## config.mk

```make
export PLATFORM = sky130hd
export DESIGN_NAME = mole_round_ctrl
export DESIGN_NICKNAME = d
export VERILOG_FILES = /design/src/rtl/mole_round_ctrl.sv
export SDC_FILE = /design/constraint.sdc
export NUM_CORES = 1
export LEC_CHECK = 0
export BUFFER_PORTS_ARGS = -buffer_cell sky130_fd_sc_hd__buf_2
export CAP_MARGIN = 10
export CORE_MARGIN = 2
export CORE_UTILIZATION = 48
export CTS_CLUSTER_SIZE = 12
export DETAILED_ROUTE_END_ITERATION = 6
export PLACE_DENSITY_LB_ADDON = 0.3
export RECOVER_POWER = 100
export SLEW_MARGIN = 20
export SYNTH_ARGS = -nofsm -noshare
export SYNTH_HDL_FRONTEND = slang
export SYNTH_SLANG_ARGS = --single-unit
export TNS_END_PERCENT = 10
```

## constraint.sdc

```tcl
create_clock -name clk_i -period 5.16 [get_ports clk_i]
set_clock_uncertainty 0.2 [all_clocks]
set_input_delay 1.032 -clock clk_i [delete_from_list [all_inputs] [get_ports clk_i]]
set_output_delay 1.032 -clock clk_i [all_outputs]
set_load 0.05 [all_outputs]
```

## src/rtl/mole_round_ctrl.sv

```systemverilog
// Whack-a-mole round sequencer: spawns an LFSR-chosen mole pattern each round,
// holds it for a window that shrinks every round, clears the board, pauses,
// and repeats for ROUNDS rounds while accumulating a saturating hit score.
module mole_round_ctrl #(
  parameter int unsigned WINDOW_CYCLES = 50000000,
  parameter int unsigned STEP_CYCLES   = 2500000,
  parameter int unsigned MIN_WINDOW    = 10000000,
  parameter int unsigned GAP_CYCLES    = 12500000,
  parameter int unsigned ROUNDS        = 16,
  parameter int unsigned CNT_W         = 26
) (
  input  logic       clk_i,
  input  logic       rst_ni,
  input  logic       start_i,
  input  logic       score_trigger_i,
  input  logic [4:0] board_state_i,
  output logic       load_o,
  output logic [4:0] loadval_o,
  output logic [7:0] score_o,
  output logic [4:0] round_o,
  output logic       busy_o,
  output logic       game_over_o
);

  localparam logic [2:0] S_IDLE   = 3'd0;
  localparam logic [2:0] S_SPAWN  = 3'd1;
  localparam logic [2:0] S_ACTIVE = 3'd2;
  localparam logic [2:0] S_CLEAR  = 3'd3;
  localparam logic [2:0] S_GAP    = 3'd4;
  localparam logic [2:0] S_DONE   = 3'd5;

  localparam logic [CNT_W-1:0] WIN_INIT = CNT_W'(WINDOW_CYCLES);
  localparam logic [CNT_W-1:0] WIN_STEP = CNT_W'(STEP_CYCLES);
  localparam logic [CNT_W-1:0] WIN_MIN  = CNT_W'(MIN_WINDOW);
  localparam logic [CNT_W-1:0] GAP_LAST = CNT_W'(GAP_CYCLES - 1);
  localparam logic [CNT_W-1:0] CNT_ONE  = CNT_W'(1);
  localparam logic [4:0]       LAST_RND = 5'(ROUNDS);
  // Threshold kept at 32 bits so MIN+STEP cannot wrap inside the timer width.
  localparam int unsigned      WIN_FLOOR_AT = MIN_WINDOW + STEP_CYCLES;

  logic [2:0]       state_q, state_d;
  logic [CNT_W-1:0] timer_q, timer_d;
  logic [CNT_W-1:0] window_q, window_d;
  logic [15:0]      lfsr_q;
  logic             first_q, first_d;
  logic             load_q, load_d;
  logic [4:0]       loadval_q, loadval_d;
  logic [7:0]       score_q, score_d;
  logic [4:0]       round_q, round_d;
  logic             busy_q, busy_d;
  logic             game_over_q, game_over_d;
  logic [4:0]       pattern;

  // All-zero pattern would spawn no moles, so substitute a single mole.
  assign pattern = (lfsr_q[4:0] == 5'd0) ? 5'b00001 : lfsr_q[4:0];

  // Free-running Fibonacci LFSR, taps 16,14,13,11; runs in every state.
  always_ff @(posedge clk_i or negedge rst_ni) begin
    if (!rst_ni) lfsr_q <= 16'hACE1;
    else         lfsr_q <= {lfsr_q[14:0], lfsr_q[15] ^ lfsr_q[13] ^ lfsr_q[12] ^ lfsr_q[10]};
  end

  // Next-state and registered-output computation for the round sequencer.
  always_comb begin
    state_d     = state_q;
    timer_d     = timer_q;
    window_d    = window_q;
    first_d     = 1'b0;
    load_d      = 1'b0;
    loadval_d   = loadval_q;
    score_d     = score_q;
    round_d     = round_q;
    busy_d      = busy_q;
    game_over_d = game_over_q;

    // Hits only count while a game runs, including the CLEAR cycle.
    if (busy_q && score_trigger_i && (score_q != 8'hFF)) score_d = score_q + 8'd1;

    case (state_q)
      S_IDLE, S_DONE: begin
        if (start_i) begin
          state_d     = S_SPAWN;
          round_d     = 5'd1;
          score_d     = 8'd0;
          window_d    = WIN_INIT;
          load_d      = 1'b1;
          loadval_d   = pattern;
          busy_d      = 1'b1;
          game_over_d = 1'b0;
        end
      end
      S_SPAWN: begin
        state_d = S_ACTIVE;
        timer_d = window_q - CNT_ONE;
        first_d = 1'b1;
      end
      S_ACTIVE: begin
        timer_d = timer_q - CNT_ONE;
        // First ACTIVE cycle still sees the pre-load board, so skip the empty check.
        if ((timer_q == '0) || (!first_q && (board_state_i == 5'd0))) begin
          state_d   = S_CLEAR;
          load_d    = 1'b1;
          loadval_d = 5'd0;
        end
      end
      S_CLEAR: begin
        window_d = (32'(window_q) <= WIN_FLOOR_AT) ? WIN_MIN : (window_q - WIN_STEP);
        if (round_q == LAST_RND) begin
          state_d     = S_DONE;
          busy_d      = 1'b0;
          game_over_d = 1'b1;
        end else begin
          state_d = S_GAP;
          timer_d = GAP_LAST;
        end
      end
      S_GAP: begin
        timer_d = timer_q - CNT_ONE;
        if (timer_q == '0) begin
          state_d   = S_SPAWN;
          round_d   = round_q + 5'd1;
          load_d    = 1'b1;
          loadval_d = pattern;
        end
      end
      default: state_d = S_IDLE;
    endcase
  end

  // State and output registers.
  always_ff @(posedge clk_i or negedge rst_ni) begin
    if (!rst_ni) begin
      state_q     <= S_IDLE;
      timer_q     <= '0;
      window_q    <= WIN_INIT;
      first_q     <= 1'b0;
      load_q      <= 1'b0;
      loadval_q   <= 5'd0;
      score_q     <= 8'd0;
      round_q     <= 5'd0;
      busy_q      <= 1'b0;
      game_over_q <= 1'b0;
    end else begin
      state_q     <= state_d;
      timer_q     <= timer_d;
      window_q    <= window_d;
      first_q     <= first_d;
      load_q      <= load_d;
      loadval_q   <= loadval_d;
      score_q     <= score_d;
      round_q     <= round_d;
      busy_q      <= busy_d;
      game_over_q <= game_over_d;
    end
  end

  assign load_o      = load_q;
  assign loadval_o   = loadval_q;
  assign score_o     = score_q;
  assign round_o     = round_q;
  assign busy_o      = busy_q;
  assign game_over_o = game_over_q;

endmodule

```

==> metrics.cfg, run 1 <==
[routing]
wl_met1_mm=5.71
num_vias=4562
route.detailed.vias_per_inst=6.24
ant_nets=0
dr.first_iter.drc_count=388
met3_length_um=886
first_pass_iters=5
route.detailed.wl_per_inst_um=17.6
top_layer=met4
drc=0
met2WireLength_mm=6.02
wirelength_mm=12.9

[synth]
post_synth_top_flop=sky130_fd_sc_hd__dfrtp_1
synth.yosys.warnings=0
synth-seq-area-share=0.438
synth.lib_cells_used.distinct=66
synthesis.nets=594
netlist_area_sq_um=5090
synth-edff-count=0
ys_async_sr_fraction=1.00
syn-instance-count=580
post_synth.cell_area_avg_sq_um=8.77
yosys_register_bits=88

[cts]
cts_tree=yes
htree_levels=3
cts.repair.resized=0
count_of_clock_tree_sinks=88
worstSkewPairLatency_ns=0.38
clock_tree.root_cell=sky130_fd_sc_hd__clkbuf_8
tritoncts.num_buffers=9
holdBufCountCts=0
post-cts-setup-buffers=0
cts_buffer_depth=2
clkSlewWorstSetupHoldPaths_ns=0.09

[finish]
cell_area_after_layout_sq_um=5440
post_route_cells_drive_above_1_share=0.0992
antenna_cells_inserted=0
filler_cell_count=928
layout_common_cells=68 x sky130_fd_sc_hd__dfrtp_1, 54 x sky130_fd_sc_hd__nand2_1, 52 x sky130_fd_sc_hd__nor2_1
layout_commonest_cell=sky130_fd_sc_hd__dfrtp_1
flow.area_growth_from_synthesis_pct=6.96
final_nets=604

[setup_path]
critPathBufInv=1
start_point_of_the_critical_path=state_q[1]
setup.worst_path.class=flop to flop
critPathLaunchType=flop
timing.rr.start=state_q[1]
worst_path_dominant_cell_family=XOR/XNOR gates
critPathSlowestCell=sky130_fd_sc_hd__xnor2_1
crit_path_depth=11
slowest_delay_ns=0.74
crit_path_end_kind=flop
ff2ff_setup_slack_ns=1.07
worst-endpoint-arrival_ns=4.15
crit_required_ns=5.22
worst_r2r_path_depth=11
crit_path_max_fanout=16
r2r-end=timer_q[16]
critical_path.cell_chain=xnor2_1, nor2_1, nand2_1, ha_1, nor2b_1, o21ai_0, a222oi_1, clkbuf_1, nand2_1, xnor2_1, a221o_1
capture_point_of_the_critical_path=timer_q[16]

[pwr]
p_leak_nw=2.09
cellPowerDensity_nw_per_um2=572
peak_supply_drop_mv=0.303
power.sequential.fraction=0.383
internal_power_mw=1.58
switching_share_of_total_power=0.494
netSwitchingPower_mw=1.54
combinationalPowerShare=0.468
power.share.clock=0.149

[sta]
rsz0062_at_grt=no
hold_viol_final=0
timing_max_transition_violations_final=56
post-route-period-util=0.793
maxSlewHeadroom=-1.09
worst_pin_slew_ns=3.13
setup-tns-final_ns=0
final.min_clock_period_ns=4.09
number_of_failing_setup_endpoints_in_the_final_timing_report=0
max_freq_mhz=244

[global_routing]
maximum_number_of_pins_on_one_net_before_global_route_repair=56
first_global_vias=4408
number_of_antenna_violations_at_the_first_check_in_global_routing=0
grt.overflow.total=0
first_pass_grt_wire_length_mm=21.8
grt_use_total=0.238

[place]
gpl.final_weighted_congestion=0.920
dpl.hpwl_mm=8.70
buffer_ports.inserted=29
dpl_cell_area_sq_um=5320

[job]
max_cap_violations=1

[floorplanning]
chipHeight_um=107
floorplan.io_pins=30
floorplan.initialDensity=0.493
die_width_um=107
placementRows=37
floorplan.core_area_sq_um=10300
die_area_sq_um=11400

[run_status]
violations_in_the_final_reports=capacitance limit, slew limit
status=finished, violations left

[hold_path]
hold_path_class=flop to flop

[worst reg2reg max path: cells and delay by family (launching register included)]
| kind | cells | cell delay (ns) |
|---|---|---|
| xor+xnor | 2 | 0.93 |
| flops | 1 | 0.50 |
| fa+ha+maj | 1 | 0.28 |
| compound gates | 3 | 0.82 |
| simple gates | 4 | 0.69 |
| buf+inv | 1 | 0.57 |
[cells by family (layout without fill, tap and decap cells)]
| group | Yosys count | after routing | share of synthesized area |
|---|---|---|---|
| AOI/OAI and AO/OA | 163 | 163 | 0.208 |
| adders and majority gates | 5 | 5 | 0.0123 |
| xor gates and xnor gates | 32 | 32 | 0.0566 |
| buffers and inverters | 54 | 69 | 0.0416 |
| and+or+nand+nor | 230 | 230 | 0.226 |
| muxes | 8 | 8 | 0.0175 |
| DFF | 88 | 88 | 0.438 |
[worst min-delay path by stage]
| stage | startpoint | endpoint | slack (ns) | cells past startpoint |
|---|---|---|---|---|
| 3_5_place_dp | lfsr_q[8] | lfsr_q[9] | 0.14 | 0 |
| 4_1_cts | lfsr_q[8] | lfsr_q[9] | 0.16 | 0 |
| 5_1_grt | lfsr_q[6] | lfsr_q[7] | 0.17 | 0 |
| 3_3_place_gp | lfsr_q[9] | lfsr_q[10] | 0.14 | 0 |
| 2_1_floorplan | lfsr_q[8] | lfsr_q[9] | 0.13 | 0 |
| 6_report | lfsr_q[8] | lfsr_q[9] | 0.16 | 0 |
[power by group through the flow]
stage | registers, mW | logic (mW) | clock network, mW
final | 1.19 | 1.46 | 0.463
after global routing | 1.22 | 1.60 | 0.502
after CTS | 1.18 | 1.46 | 0.473
after detailed placement | 1.19 | 1.46 | 0
after global placement | 1.18 | 1.41 | 0
after floorplan | 1.05 | 1.19 | 0
[stage by stage]
stage               utilization  hold slack (ns)  std cells  setup slack, ns  power (mW)
finish                    0.527            0.158        731             1.07        3.11
global route              0.527            0.165        731            0.827        3.33
CTS                       0.533            0.159        731             1.91        3.11
detailed placement        0.515            0.137        715             1.93        2.65
global placement          0.515            0.140        715             2.04        2.59
floorplan                     -            0.131        580             1.64        2.25
[final cells by class]
type	count	area (sq um)	share of cell area
inverters	17	63.8	0.0117
clock inverters	6	47.5	0.00874
repair buffers	36	163	0.0299
clock buffers	10	138	0.0253
flip-flops and latches	88	2230	0.409
well taps	136	170	0.0313
multi-input cells	438	2630	0.484
[cells in the mapped netlist (4+ instances only)]
master / n / share of area
sky130_fd_sc_hd__buf_1: 5 / 0.0037
sky130_fd_sc_hd__clkbuf_1: 27 / 0.020
sky130_fd_sc_hd__nor3_1: 27 / 0.027
sky130_fd_sc_hd__o31ai_1: 9 / 0.013
sky130_fd_sc_hd__mux2_2: 7 / 0.015
sky130_fd_sc_hd__nand4_1: 10 / 0.012
sky130_fd_sc_hd__ha_1: 5 / 0.012
sky130_fd_sc_hd__o221ai_1: 5 / 0.0086
sky130_fd_sc_hd__a21o_1: 6 / 0.0089
sky130_fd_sc_hd__xnor2_1: 13 / 0.022
sky130_fd_sc_hd__dfrtp_1: 68 / 0.33
sky130_fd_sc_hd__nor2b_1: 6 / 0.0074
sky130_fd_sc_hd__nand3_1: 26 / 0.026
sky130_fd_sc_hd__o211ai_1: 7 / 0.010
sky130_fd_sc_hd__nand2_1: 53 / 0.039
sky130_fd_sc_hd__or3_1: 14 / 0.017
sky130_fd_sc_hd__nor2_1: 52 / 0.038
sky130_fd_sc_hd__dfstp_2: 20 / 0.10
sky130_fd_sc_hd__xor2_1: 18 / 0.031
sky130_fd_sc_hd__a31oi_1: 8 / 0.0098
sky130_fd_sc_hd__a21oi_1: 37 / 0.036
sky130_fd_sc_hd__inv_1: 16 / 0.012
sky130_fd_sc_hd__nand4b_1: 4 / 0.0069
sky130_fd_sc_hd__a211oi_1: 5 / 0.0074
sky130_fd_sc_hd__o21ai_1: 4 / 0.0039
sky130_fd_sc_hd__and3_1: 4 / 0.0049
sky130_fd_sc_hd__o21ai_0: 43 / 0.042
sky130_fd_sc_hd__buf_2: 4 / 0.0039
sky130_fd_sc_hd__nor4_1: 16 / 0.020
[metal layers]
| metal | vias up | global-route usage |
|---|---|---|
| li1 | 2158 | - |
| met1 | 2185 | 0.329 |
| met2 | 198 | 0.375 |
| met3 | 21 | 0.0304 |
| met4 | 0 | 0.109 |
| met5 | - | 0 |
[state kept, by name, indices dropped and copies added, names as in the netlist]
name / cells
load_o: 1
first_q: 1
state_q: 3
lfsr_q: 16
round_o: 5
loadval_o: 5
score_o: 8
window_q: 21
timer_q: 26
busy_o: 1
game_over_o: 1
Note: power is estimated with default switching activity, not from simulation.
==> run 2: changes to the inputs <==
==> constraint.sdc (replaced) <==
create_clock -name clk_i -period 3.9 [get_ports clk_i]
set_clock_uncertainty 0.2 [all_clocks]
set_input_delay 0.78 -clock clk_i [delete_from_list [all_inputs] [get_ports clk_i]]
set_output_delay 0.78 -clock clk_i [all_outputs]
set_load 0.05 [all_outputs]
==> run 2 against run 1 <==
Utilization rose by 0.64 points; worst hold slack improved by 0.00085 ns; sequential share of layout area fell by 0.49 points; design area grew 1.2%; wire length rose by 0.68%; non-clock buffer count increased by 3; critical endpoint is now timer_q[20]; clock power is 53% higher; count of clock-buffer cells in the layout did not move; sequential power up 33%; die area stayed put; the run still ends with capacitance limit, slew limit left; critical path depth fell by 4; combinational power is 34% higher; highest routed layer unchanged.
==> metrics.cfg, run 2 (same netlist as run 1, synthesis figures left out) <==
[run_status]
status=finished, violations left
violations_in_the_final_reports=capacitance limit, slew limit

[finish]
largest_register_ff_count=26  ; unchanged
final_core_utilization=0.533  ; +0.00642
antenna_cells_inserted=0  ; unchanged
layout_common_cells=68 x sky130_fd_sc_hd__dfrtp_1, 54 x sky130_fd_sc_hd__nand2_1, 52 x sky130_fd_sc_hd__nor2_1
layout_commonest_cell=sky130_fd_sc_hd__dfrtp_1
cell_area_after_layout_sq_um=5510  ; +1.2%
flow.area_growth_from_synthesis_pct=8.27
post_route_cells_drive_above_1_share=0.104  ; +0.00452
regMostFlops=timer_q
largestRegisters=timer_q: 26 flops, window_q: 21 flops, lfsr_q: 16 flops
final_nets=607  ; +0.50%

[pwr]
cellPowerDensity_nw_per_um2=769  ; +34%
power_after_layout_mw=4.23  ; +36%
peak_supply_drop_mv=0.433  ; +43%
p_leak_nw=2.12  ; +1.5%

[floorplanning]
die_width_um=107  ; unchanged
floorplan.initialDensity=0.493  ; unchanged
floorplan.core_area_sq_um=10300  ; unchanged
placementRows=37  ; unchanged
chipHeight_um=107  ; unchanged
die_area_sq_um=11400  ; unchanged
floorplan.io_pins=30  ; unchanged

[sta]
final.min_clock_period_ns=3.47  ; -0.620 ns
timing_max_transition_violations_final=89  ; +59%
hold_viol_final=0  ; unchanged
rsz0062_at_grt=no
maxSlewHeadroom=-0.476  ; +0.611
worst_pin_slew_ns=2.21  ; -0.917 ns
max_freq_mhz=288  ; +18%
number_of_failing_setup_endpoints_in_the_final_timing_report=0  ; unchanged
setup-tns-final_ns=0  ; unchanged
post-route-worst-setup-slack_ns=0.427  ; -0.640 ns
post-route-period-util=0.891  ; +0.0974

[setup_path]
crit_path_max_fanout=20  ; +4
critPathLaunchType=flop
setup.worst_path.class=flop to flop
crit_path_end_kind=flop
worst-endpoint-arrival_ns=3.54  ; -0.61 ns
crit_required_ns=3.96  ; -1.26 ns

[place]
dpl.hpwl_mm=8.78  ; +0.98%
dpl_cell_area_sq_um=5340  ; +0.42%
buffer_ports.inserted=29  ; unchanged
pre_cts_setup_slack_ns=0.632  ; -1.29 ns
gpl.final_weighted_congestion=0.905  ; -1.6%

[global_routing]
maximum_number_of_pins_on_one_net_before_global_route_repair=89  ; +59%
first_pass_grt_wire_length_mm=21.5  ; -1.1%
grt_use_total=0.241  ; +0.00241
number_of_antenna_violations_at_the_first_check_in_global_routing=0  ; unchanged
first_global_vias=4379  ; -0.66%
grt.overflow.total=0  ; unchanged

[cts]
worstSkewPairLatency_ns=0.38  ; about the same
holdBufCountCts=0  ; unchanged
htree_levels=3  ; unchanged
clkSlewWorstSetupHoldPaths_ns=0.09  ; about the same
tritoncts.num_buffers=9  ; unchanged
cts.repair.resized=0  ; unchanged
cts_tree=yes
cts_buffer_depth=2  ; unchanged
clock_tree.root_cell=sky130_fd_sc_hd__clkbuf_8
post-cts-setup-buffers=0  ; unchanged
count_of_clock_tree_sinks=88  ; unchanged

[routing]
route.detailed.vias_per_inst=6.21  ; -0.43%
dr.first_iter.drc_count=315  ; -19%
route.detailed.wl_per_inst_um=17.6  ; +0.27%
drc=0  ; unchanged
ant_nets=0  ; unchanged
wirelength_mm=13.0  ; +0.68%
first_pass_iters=5  ; unchanged
num_vias=4561  ; -0.022%

[job]
max_cap_violations=1  ; unchanged

[hold_path]
hold_path_class=flop to flop

## run 2: changes by cell type in the layout (fill, tap and decap cells not counted), sizes merged
cell and delta:
clkbuf +2, bufinv +2, inv -3, buf +1, clkinv +1
## run 2: area by class of cell
class / count / area, sq um
Sequential cell: 88 / 2230
Inverter: 17 / 63.8
Tap cell: 136 / 170
Multi-Input combinational cell: 438 / 2650
Fill cell: 952 / 4820
Clock buffer: 10 / 128
Clock inverter: 6 / 92.6
Timing Repair Buffer: 39 / 179
## run 2: report_power, final
group          switching [mW]  internal (mW)
clock                   0.342          0.365
combinational            1.27          0.677
sequential              0.411           1.16
total                    2.03           2.21
## run 2: metal layers
layer,global-route usage,vias to the layer above,wire length (um)
met5,0,-,0
met4,0.0631,0,170
met3,0.0693,15,740
met2,0.387,139,6110
met1,0.321,2241,5930
li1,-,2166,-
## run 2: worst max-delay path, stage by stage, from the launching register on
cell	delay (ns)
sky130_fd_sc_hd__dfrtp_1	0.72
sky130_fd_sc_hd__clkinv_1	0.46
sky130_fd_sc_hd__nand2_1	0.23
sky130_fd_sc_hd__clkbuf_1	0.64
sky130_fd_sc_hd__o21ai_0	0.46
sky130_fd_sc_hd__and2_0	0.35
sky130_fd_sc_hd__a211oi_1	0.22
sky130_fd_sc_hd__a31oi_1	0.07
## run 2: metrics by stage
| step | std cells | hold slack, ns |
|---|---|---|
| global placement | 718 | 0.137 |
| detailed placement | 718 | 0.144 |
| global route | 734 | 0.166 |
| finish | 734 | 0.158 |
| floorplan | 580 | 0.131 |
| CTS | 734 | 0.159 |
## run 2: final timing paths
kind                            start     endpoint  slack, ns  cells past startpoint
min reg2reg                 lfsr_q[6]    lfsr_q[7]       0.16                      0
min                         lfsr_q[6]    lfsr_q[7]       0.16                      0
max reg2reg                state_q[0]  timer_q[20]       0.43                      7
max                        state_q[0]  timer_q[20]       0.43                      7
min in group asynchronous      rst_ni   score_o[5]       0.81                      1
max in group asynchronous      rst_ni  window_q[9]       1.35                      1
==> run 3: changes to the inputs <==
--- a/config.mk
+++ b/config.mk
@@ -13,6 +13,7 @@
 export DETAILED_ROUTE_END_ITERATION = 6
 export PLACE_DENSITY_LB_ADDON = 0.3
 export RECOVER_POWER = 100
+export REMOVE_ABC_BUFFERS = 1
 export SLEW_MARGIN = 20
 export SYNTH_ARGS = -nofsm -noshare
 export SYNTH_HDL_FRONTEND = slang
==> run 3 against run 2 <==
Count of clock-buffer cells in the layout is 1 lower; the flow finishes with violations (DRC); worst hold slack better by 0.0033 ns; worst setup slack better by 0.14 ns; utilization is 0.29 points lower; critical path depth is 4 higher.
==> metrics.cfg, run 3 (same netlist as run 1, synthesis figures left out) <==
[routing]
wirelength_mm=12.9  ; -0.14%
num_vias=4640  ; +1.7%
ant_nets=0  ; unchanged
route.detailed.vias_per_inst=6.30  ; +1.5%
drc=7  ; +7
first_pass_iters=7  ; +2
route.detailed.wl_per_inst_um=17.6  ; -0.41%
dr.first_iter.drc_count=474  ; +50%

[cts]
post-cts-setup-buffers=0  ; unchanged
tritoncts.num_buffers=9  ; unchanged
clock_tree.root_cell=sky130_fd_sc_hd__clkbuf_8
htree_levels=3  ; unchanged
count_of_clock_tree_sinks=88  ; unchanged
holdBufCountCts=0  ; unchanged
cts_tree=yes
worstSkewPairLatency_ns=0.38  ; about the same
cts.repair.resized=0  ; unchanged
clkSlewWorstSetupHoldPaths_ns=0.10  ; about the same
cts_buffer_depth=2  ; unchanged

[finish]
layout_commonest_cell=sky130_fd_sc_hd__dfrtp_1
regMostFlops=timer_q
filler_cell_count=973  ; +2.2%
layout_common_cells=68 x sky130_fd_sc_hd__dfrtp_1, 54 x sky130_fd_sc_hd__nand2_1, 52 x sky130_fd_sc_hd__nor2_1
flow.area_growth_from_synthesis_pct=7.68
largest_register_ff_count=26  ; unchanged
post_route_cells_drive_above_1_share=0.103  ; -0.000346
largestRegisters=timer_q: 26 flops, window_q: 21 flops, lfsr_q: 16 flops
final_nets=609  ; +0.33%
antenna_cells_inserted=0  ; unchanged

[sta]
final.min_clock_period_ns=3.34  ; -0.137 ns
worst_pin_slew_ns=1.46  ; -0.754 ns
maxSlewHeadroom=0.0273  ; +0.503
number_of_failing_setup_endpoints_in_the_final_timing_report=0  ; unchanged
max_freq_mhz=300  ; +4.1%
setup-tns-final_ns=0  ; unchanged
hold_viol_final=0  ; unchanged
timing_max_transition_violations_final=0  ; -100%
post-route-period-util=0.855  ; -0.0351
holdWs_ns=0.162  ; +0.00332 ns
rsz0062_at_grt=no

[setup_path]
setup.worst_path.class=flop to flop
worst-endpoint-arrival_ns=3.40  ; -0.14 ns
crit_path_end_kind=flop
crit_required_ns=3.96  ; about the same
crit_path_max_fanout=16  ; -20%
critPathLaunchType=flop

[floorplanning]
floorplan.core_area_sq_um=10300  ; unchanged
placementRows=37  ; unchanged
die_area_sq_um=11400  ; unchanged
floorplan.initialDensity=0.493  ; unchanged
chipHeight_um=107  ; unchanged
floorplan.io_pins=30  ; unchanged
die_width_um=107  ; unchanged

[global_routing]
maximum_number_of_pins_on_one_net_before_global_route_repair=60  ; -33%
grt.overflow.total=0  ; unchanged
first_global_vias=4230  ; -3.4%
grt-busiest-layer=met2
grt.met3_usage=0.0444  ; -0.0249
grt_use_total=0.236  ; -0.00460
number_of_antenna_violations_at_the_first_check_in_global_routing=0  ; unchanged
first_pass_grt_wire_length_mm=21.3  ; -0.96%
grtUsageMet2=0.362  ; -0.0250
use_met1=0.340  ; +0.0198

[hold_path]
hold_path_class=flop to flop

[place]
buffer_ports.inserted=29  ; unchanged
dpl.hpwl_mm=8.94  ; +1.9%
gpl.final_weighted_congestion=0.918  ; +1.4%

[run_status]
violations_in_the_final_reports=DRC
status=finished, violations left

[pwr]
peak_supply_drop_mv=0.467  ; +7.8%
cellPowerDensity_nw_per_um2=762  ; -0.87%
p_leak_nw=2.11  ; -0.46%
power_after_layout_mw=4.17  ; -1.4%

[job]
max_cap_violations=0  ; -1

run 3: cell types whose count changed in the layout (fill, tap and decap cells not counted), sizes merged:
cell,change
inv,+4
bufinv,-2
clkbuf,+2
buf,-1
clkinvlp,-1
run 3: final timing paths:
kind	startpoint	end	slack, ns	cells past startpoint
max	state_q[1]	timer_q[16]	0.56	11
min	lfsr_q[9]	lfsr_q[10]	0.16	0
max reg2reg	state_q[1]	timer_q[16]	0.56	11
min reg2reg	lfsr_q[9]	lfsr_q[10]	0.16	0
max in group asynchronous	rst_ni	loadval_o[2]	1.49	2
min in group asynchronous	rst_ni	timer_q[5]	0.53	1
run 3: layout make-up:
type | instances | area (sq um) | share of cell area
Timing Repair Buffer | 41 | 184 | 0.0336
Clock buffer | 9 | 124 | 0.0226
Multi-Input combinational cell | 438 | 2640 | 0.482
Sequential cell | 88 | 2230 | 0.407
Inverter | 17 | 63.8 | 0.0117
Tap cell | 136 | 170 | 0.0311
Clock inverter | 7 | 68.8 | 0.0126
run 3: through the flow:
stage | util | std cells | worst slack, ns | instance area (sq um)
CTS | 0.537 | 736 | 0.696 | 5550
detailed placement | 0.519 | 720 | 0.731 | 5350
finish | 0.530 | 736 | 0.564 | 5480
global placement | 0.519 | 720 | 0.835 | 5350
global route | 0.530 | 736 | 0.208 | 5480
floorplan | - | 543 | -0.0281 | 4940
run 3: worst max-delay path, cell delays in order, from the launching register on:
cell	delay [ns]
sky130_fd_sc_hd__dfrtp_1	0.51
sky130_fd_sc_hd__xnor2_2	0.50
sky130_fd_sc_hd__nor2_1	0.14
sky130_fd_sc_hd__nand2_1	0.11
sky130_fd_sc_hd__ha_1	0.27
sky130_fd_sc_hd__nor2b_1	0.15
sky130_fd_sc_hd__o21ai_0	0.11
sky130_fd_sc_hd__a222oi_1	0.32
sky130_fd_sc_hd__buf_4	0.27
sky130_fd_sc_hd__nand2_1	0.14
sky130_fd_sc_hd__xnor2_1	0.15
sky130_fd_sc_hd__a221o_1	0.36
run 3: layer usage:
layer,vias to the layer above,wire [um],share of wire
met3,38,988,0.076
met2,213,6000,0.46
li1,2173,-,-
met5,-,0,0
met1,2216,5710,0.44
met4,0,234,0.018
run 3: power breakdown:
| group | total (mW) | leakage (nW) | switching, mW | internal, mW |
|---|---|---|---|---|
| logic | 1.99 | 0.955 | 1.30 | 0.692 |
| registers | 1.56 | 1.06 | 0.400 | 1.16 |
| clock network | 0.616 | 0.100 | 0.365 | 0.251 |
| total | 4.17 | 2.11 | 2.07 | 2.11 |
